File: src/rtl/rcn_master_arb_pkg.sv
// ---------------------------------------------------------------------------
// rcn_master_arb_pkg: ring vector layout, width and packing helper. Rev 1.0
// ---------------------------------------------------------------------------
`default_nettype none

package rcn_master_arb_pkg;

  localparam int RCN_W       = 67;
  localparam int RCN_VALID   = 66;
  localparam int RCN_PEND    = 65;
  localparam int RCN_WR      = 64;
  localparam int RCN_ID_HI   = 63;
  localparam int RCN_ID_LO   = 58;
  localparam int RCN_SEQ_HI  = 57;
  localparam int RCN_SEQ_LO  = 56;
  localparam int RCN_MASK_HI = 55;
  localparam int RCN_MASK_LO = 52;
  localparam int RCN_ADDR_HI = 51;
  localparam int RCN_ADDR_LO = 32;
  localparam int RCN_DATA_HI = 31;
  localparam int RCN_DATA_LO = 0;

  typedef struct packed {
    logic        valid;
    logic        pending;
    logic        wr;
    logic [5:0]  id;
    logic [1:0]  seq;
    logic [3:0]  mask;
    logic [19:0] addr;
    logic [31:0] data;
  } rcn_t;

  function automatic logic [RCN_W-1:0] rcn_pack(
    input logic        valid,
    input logic        pending,
    input logic        wr,
    input logic [5:0]  id,
    input logic [1:0]  seq,
    input logic [3:0]  mask,
    input logic [19:0] addr,
    input logic [31:0] data
  );
    logic [RCN_W-1:0] v;
    v                          = '0;
    v[RCN_VALID]               = valid;
    v[RCN_PEND]                = pending;
    v[RCN_WR]                  = wr;
    v[RCN_ID_HI:RCN_ID_LO]     = id;
    v[RCN_SEQ_HI:RCN_SEQ_LO]   = seq;
    v[RCN_MASK_HI:RCN_MASK_LO] = mask;
    v[RCN_ADDR_HI:RCN_ADDR_LO] = addr;
    v[RCN_DATA_HI:RCN_DATA_LO] = data;
    return v;
  endfunction

endpackage

`default_nettype wire

File: src/rtl/rcn_master_arb_if.sv
// ---------------------------------------------------------------------------
// rcn_master_arb_if: requester command / response bundle. Rev 1.0
// ---------------------------------------------------------------------------
`default_nettype none

interface rcn_master_arb_if;
  logic [1:0]  req;
  logic [1:0]  wr;
  logic [7:0]  mask;
  logic [39:0] addr;
  logic [63:0] wdata;
  logic [1:0]  ack;
  logic [1:0]  rsp_vld;
  logic        rsp_wr;
  logic [31:0] rsp_data;

  modport master (
    output req, wr, mask, addr, wdata,
    input  ack, rsp_vld, rsp_wr, rsp_data
  );

  modport slave (
    input  req, wr, mask, addr, wdata,
    output ack, rsp_vld, rsp_wr, rsp_data
  );
endinterface

`default_nettype wire

File: src/rtl/rcn_rr_arb2.sv
// ---------------------------------------------------------------------------
// rcn_rr_arb2: two-way round-robin grant, history moves only on advance. Rev 1.0
// ---------------------------------------------------------------------------
`default_nettype none

module rcn_rr_arb2 (
  input  logic       clk,
  input  logic       rst,
  input  logic [1:0] req,
  input  logic       advance,
  output logic [1:0] gnt
);

  // 1 = requester 1 won the most recent insertion
  logic last;

  always_comb begin
    gnt = 2'b00;
    case (req)
      2'b01:   gnt = 2'b01;
      2'b10:   gnt = 2'b10;
      2'b11:   gnt = last ? 2'b01 : 2'b10;
      default: gnt = 2'b00;
    endcase
  end

  always_ff @(posedge clk) begin
    if (rst) begin
      last <= 1'b1;
    end else if (advance) begin
      last <= gnt[1];
    end
  end

endmodule

`default_nettype wire

File: src/rtl/rcn_master_arb.sv
// ---------------------------------------------------------------------------
// rcn_master_arb: ring master stage inserting requests from two ports. Rev 1.0
// ---------------------------------------------------------------------------
`default_nettype none

module rcn_master_arb
  import rcn_master_arb_pkg::*;
#(
  parameter logic [5:0] MASTER_ID = 6'd0
) (
  input  logic             clk,
  input  logic             rst,
  input  logic [RCN_W-1:0] rcn_in,
  output logic [RCN_W-1:0] rcn_out,
  rcn_master_arb_if.slave  bus
);

  rcn_t             rin;
  logic [1:0]       next_seq;
  logic [3:0]       outstanding;
  logic [3:0]       owner;
  logic [1:0]       gnt;
  logic [1:0]       ack;
  logic             own_rsp;
  logic             slot_free;
  logic             insert;
  logic             sel;
  logic [RCN_W-1:0] ins_vec;
  logic [1:0]       rsp_vld;
  logic             rsp_wr;
  logic [31:0]      rsp_data;

  rcn_rr_arb2 u_arb (
    .clk     (clk),
    .rst     (rst),
    .req     (bus.req),
    .advance (insert),
    .gnt     (gnt)
  );

  // Blocking uses the registered outstanding bit, so a seq freed this cycle
  // can only be reused on the following one.
  always_comb begin
    own_rsp   = rin.valid && !rin.pending && (rin.id == MASTER_ID);
    slot_free = !rin.valid || own_rsp;
    insert    = !rst && slot_free && (|bus.req) && !outstanding[next_seq];
    sel       = gnt[1];
    ins_vec   = rcn_pack(1'b1, 1'b1, bus.wr[sel], MASTER_ID, next_seq,
                         sel ? bus.mask[7:4]   : bus.mask[3:0],
                         sel ? bus.addr[39:20] : bus.addr[19:0],
                         sel ? bus.wdata[63:32] : bus.wdata[31:0]);
    ack       = insert ? gnt : 2'b00;
  end

  always_ff @(posedge clk) begin
    if (rst) begin
      rin         <= '0;
      rcn_out     <= '0;
      rsp_vld     <= 2'b00;
      rsp_wr      <= 1'b0;
      rsp_data    <= '0;
      next_seq    <= 2'd0;
      outstanding <= 4'b0000;
      owner       <= 4'b0000;
    end else begin
      rin <= rcn_t'(rcn_in);

      if (insert) begin
        rcn_out <= ins_vec;
      end else if (own_rsp) begin
        rcn_out <= '0;
      end else begin
        rcn_out <= rin;
      end

      rsp_vld <= 2'b00;
      if (own_rsp && outstanding[rin.seq]) begin
        outstanding[rin.seq] <= 1'b0;
        rsp_vld              <= owner[rin.seq] ? 2'b10 : 2'b01;
        rsp_data             <= rin.data;
        rsp_wr               <= rin.wr;
      end

      // Never collides with the clear above: insertion needs the bit at 0.
      if (insert) begin
        outstanding[next_seq] <= 1'b1;
        owner[next_seq]       <= sel;
        next_seq              <= next_seq + 2'd1;
      end
    end
  end

  assign bus.ack      = ack;
  assign bus.rsp_vld  = rsp_vld;
  assign bus.rsp_wr   = rsp_wr;
  assign bus.rsp_data = rsp_data;

endmodule

`default_nettype wire
File: src/flat_wrapper.sv
// flat-port wrapper written by rule: the top's interface ports become plain ports
module rcn_master_arb_flat import rcn_master_arb_pkg::*;
#(
  parameter logic [5:0] MASTER_ID = 6'd0
)
  (clk, rst, rcn_in, rcn_out, bus_req, bus_wr, bus_mask, bus_addr, bus_wdata, bus_ack, bus_rsp_vld, bus_rsp_wr, bus_rsp_data);
  rcn_master_arb_if bus_i ();
  input  logic clk;
  input  logic rst;
  input  logic [RCN_W-1:0] rcn_in;
  output logic [RCN_W-1:0] rcn_out;
  input wire logic [$bits(bus_i.req)-1:0] bus_req;
  input wire logic [$bits(bus_i.wr)-1:0] bus_wr;
  input wire logic [$bits(bus_i.mask)-1:0] bus_mask;
  input wire logic [$bits(bus_i.addr)-1:0] bus_addr;
  input wire logic [$bits(bus_i.wdata)-1:0] bus_wdata;
  output wire logic [$bits(bus_i.ack)-1:0] bus_ack;
  output wire logic [$bits(bus_i.rsp_vld)-1:0] bus_rsp_vld;
  output wire logic [$bits(bus_i.rsp_wr)-1:0] bus_rsp_wr;
  output wire logic [$bits(bus_i.rsp_data)-1:0] bus_rsp_data;
  assign bus_i.req = bus_req;
  assign bus_i.wr = bus_wr;
  assign bus_i.mask = bus_mask;
  assign bus_i.addr = bus_addr;
  assign bus_i.wdata = bus_wdata;
  assign bus_ack = bus_i.ack;
  assign bus_rsp_vld = bus_i.rsp_vld;
  assign bus_rsp_wr = bus_i.rsp_wr;
  assign bus_rsp_data = bus_i.rsp_data;
  rcn_master_arb #(.MASTER_ID(MASTER_ID)) u_core (.clk(clk), .rst(rst), .rcn_in(rcn_in), .rcn_out(rcn_out), .bus(bus_i));
endmodule
File: config.mk
export PLATFORM = sky130hd
export DESIGN_NAME = rcn_master_arb_flat
export DESIGN_NICKNAME = d
export VERILOG_FILES = /design/src/rtl/rcn_master_arb_pkg.sv /design/src/rtl/rcn_master_arb_if.sv /design/src/rtl/rcn_rr_arb2.sv /design/src/rtl/rcn_master_arb.sv /design/src/flat_wrapper.sv
export SDC_FILE = /design/constraint.sdc
export NUM_CORES = 1
export LEC_CHECK = 0
export ABC_AREA = 1
export CAP_MARGIN = 0
export CORE_MARGIN = 1.5
export CORE_UTILIZATION = 40
export DETAILED_ROUTE_END_ITERATION = 10
export PLACE_DENSITY = 0.82
export SETUP_SLACK_MARGIN = 0.15
export SLEW_MARGIN = 5
export SYNTH_ARGS = -nofsm -noshare
export SYNTH_HDL_FRONTEND = slang
export SYNTH_SLANG_ARGS = --single-unit
File: constraint.sdc
create_clock -name clk -period 1.36 [get_ports clk]
set_input_delay 0.272 -clock clk [delete_from_list [all_inputs] [get_ports clk]]
set_output_delay 0.272 -clock clk [all_outputs]
set_load 0.02 [all_outputs]
==> flow_metrics.py <==
metrics = {
    "layout": {
        "nFillCells": 1389,
        "final-seq-area_um2": 3670,
        "fin_cells": 1675,
        "finalNetCount": 1619,
        "area_delta_synth_final_pct": 74.6,
        "multi_input_area_um2": 3590,
        "drive_gt1_frac": 0.312,
        "n_antenna_cell": 0,
    },
    "placed_design": {
        "numPortBuffers": 288,
        "dp_hpwl_mm": 14.5,
        "dp.cells": 1579,
        "gp_congestion": 0.777,
    },
    "clock_network": {
        "cts_buffers": 17,
        "htree_levels": 4,
        "cts.sinks": 180,
        "ctsLongestPathBuffers": 2,
        "cts.clk_slew.worst_paths_ps": 70,
        "clk_latency_ps": 430,
        "clockRootBuffer": "clkbuf_16",
        "cts_tree": "yes",
    },
    "grt": {
        "antenna_found_initial": 0,
        "grt_overflow": 0,
        "grtUsageTotal": 0.271,
        "grt_pass1_wl_mm": 41.4,
        "grt_pass1_vias": 7941,
        "grt_start_max_net_pins": 78,
    },
    "synth": {
        "syn_inst": 1077,
        "syn_area_um2": 7550,
        "synth_fp_nets": 1266,
        "ys_ff_latch": 180,
        "yosysUniqueCellTypes": 25,
        "yosysSeqAreaShare": 0.477,
        "yosys_warnings": 0,
        "ys_top_cells_by_area": "dfxtp_1 48%, nor2_1 15%, inv_1 9.0%",
        "async_flop_share": 0,
        "synth_top_cell_by_area": "dfxtp_1",
        "synth_edf_count": 0,
        "yosysTopAreaCellShare": 0.477,
        "synth-main-ff-cell": "dfxtp_1",
        "synth_area_per_cell_um2": 7.01,
    },
    "floorplanning": {
        "initial_utilization": 0.406,
        "core_area_um2": 18600,
        "dieArea_um2": 19700,
        "rows": 50,
        "die_x_um": 140,
        "io_pins": 289,
        "die_y_um": 140,
    },
    "routing": {
        "routed_wl_mm": 28.4,
        "drtIter0Drc": 441,
        "viasPerCell": 4.93,
        "wl_per_cell_um": 16.9,
        "first_pass_iters": 5,
        "drc": 0,
        "ant_nets": 0,
        "num_vias": 8255,
    },
    "worst_setup_path": {
        "path_cells": "inv_1, nand2_1, nor2_2, nand2_4, nand2_4, nand2_4, nor3_4, buf_6",
        "worstSetupEndpointType": "primary output",
        "crit_type": "reg2out",
        "critical_path.max_stage_delay_ps": 300,
        "crit_top_cell": "nand2_4",
        "regToRegSetupSlack_ps": -430,
        "r2r-start": "u_core.rin[58]",
        "startpoint_type": "flip-flop",
        "required_ps": 1090,
        "critPathMaxFanout": 3,
        "ff2ff_path_depth": 13,
        "crit_slowest_cell": "dfxtp_1",
        "reg2reg_to": "u_core.rcn_out[21]",
        "critPathArrivalTime_ps": 1580,
        "timing.critical_path.from": "u_core.rin[58]",
    },
    "worst_hold_path": {
        "hp-start": "rcn_in[50]",
        "holdCritPathClass": "in2reg",
        "worstHoldPathCells": 3,
        "min_to": "u_core.rin[50]",
    },
    "sta": {
        "min_period_ps": 1850,
        "fin_skew_ps": 17.6,
        "tightest_slew_ps": 726,
        "final_max_slew_viol_count": 0,
        "final.period_utilization": 1.36,
        "setup-tns-final_ps": -36470,
        "finalSetupViolations": 115,
        "rsz0062_at_grt": "true",
        "slew_headroom": 0.516,
        "finalHoldViolCount": 0,
        "max_freq_mhz": 540,
        "timing.final.ws_setup_ps": -491,
    },
    "outcome": {
        "violations": "setup timing",
        "status": "finished with violations",
    },
    "power_and_ir_drop": {
        "p_comb_frac": 0.266,
        "p_leak_uw": 0.00614,
        "sw_frac_of_total": 0.296,
        "p_per_area_nw_per_um2": 1090,
        "clkPwrFrac": 0.334,
        "intPower_uw": 10100,
        "p_sw_uw": 4240,
        "pwr-share-seq": 0.400,
        "peakVddDrop_mv": 0.880,
    },
    "run": {
        "max-cap-violations": 0,
    },
}
-- cells by family (layout without fill, tap and decap cells) --
| group | count (synthesis) | after routing | share of synthesized area |
|---|---|---|---|
| buf+inv | 254 | 618 | 0.151 |
| simple gates | 512 | 512 | 0.271 |
| compound gates | 127 | 127 | 0.0943 |
| flops | 180 | 180 | 0.477 |
| fa+ha+maj | 4 | 4 | 0.00663 |
-- synthesized netlist by cell type (2+ instances only) --
cell	number
nor3_1	2
nand2_2	2
buf_6	17
nand2_1	126
buf_1	8
nor2_1	304
a21oi_1	33
o21ai_1	6
a22oi_1	25
dfxtp_1	180
inv_1	181
nand4_1	5
clkbuf_2	2
buf_4	8
buf_2	18
inv_2	4
clkbuf_1	14
o21ai_0	62
nand3_1	70
clkinv_2	2
ha_1	4
-- layout by cell type (no fill, tap or decap), drive strengths merged --
cell type / n
clkbuf: 23
clkinv: 4
nand4: 5
buf: 213
bufinv: 1
ha: 4
clkinvlp: 4
dfxtp: 180
o21ai: 68
a22oi: 25
nand2: 129
nor3: 2
nand3: 70
nor2: 305
and3: 1
clkdlybuf4s50: 181
inv: 190
dlygate4sd2: 2
a21boi: 1
a21oi: 33
-- routing by layer --
metal  vias up  global-route usage  share of wire
li1       3960                   -              -
met5         -                   0              0
met1      3830               0.291           0.36
met4         0               0.124          0.048
met3        90              0.0619          0.074
met2       375               0.502           0.52
-- per-stage QoR --
stage	hold slack, ps	setup WS (ps)	cell area (um2)	util	power, uW
5_1_grt	354	-559	13200	0.710	14900
6_report	353	-491	13200	0.710	14300
3_3_place_gp	431	-904	10800	0.582	8430
4_1_cts	323	-426	12500	0.673	14000
3_5_place_dp	436	-983	10800	0.582	8480
2_1_floorplan	372	-150	7650	-	7240
-- critical path: cells and delay by family, from the launching register on --
family	cells	cell delay, ps
simple gates	6	630
flops	1	300
buf+inv	2	210
-- worst max-delay path by stage --
stage,to
6_report,bus_ack[0]
3_5_place_dp,bus_ack[0]
2_1_floorplan,bus_ack[0]
4_1_cts,bus_ack[0]
5_1_grt,bus_ack[1]
3_3_place_gp,bus_ack[0]
-- power by group through the flow --
stage / sequential (uW) / clock (uW) / combinational, uW
2_1_floorplan: 6060 / 0 / 1180
3_3_place_gp: 5810 / 0 / 2610
3_5_place_dp: 5820 / 0 / 2660
4_1_cts: 5710 / 4810 / 3480
5_1_grt: 5750 / 5060 / 4050
6_report: 5730 / 4790 / 3800
-- final cells by class --
| cell class | instances | share of cell area |
|---|---|---|
| multi-input combinational | 643 | 0.273 |
| sequential | 180 | 0.278 |
| clock buffer | 18 | 0.0333 |
| timing repair buffer | 401 | 0.328 |
| inverter | 187 | 0.0563 |
| clock inverter | 12 | 0.00921 |
| tap | 234 | 0.0222 |
-- state kept, by name (all words and copies together), names as in the netlist --
signal	count
u_core.rcn_out	67
u_core.outstanding	4
u_core.owner	4
u_core.u_arb.last	1
u_core.next_seq	2
u_core.bus.rsp_vld	2
u_core.bus.rsp_wr	1
u_core.bus.rsp_data	32
u_core.rin	67
-- timing repair --
action | in CTS | in global routing
pin swaps | 73 | 55
setup endpoints to repair | 216 | 170
buffers inserted | 28 | 12
hold buffers | 0 | 0
cloned | 21 | 5
gates resized for setup | 654 | 162
Power figures use the tool's default switching activity.
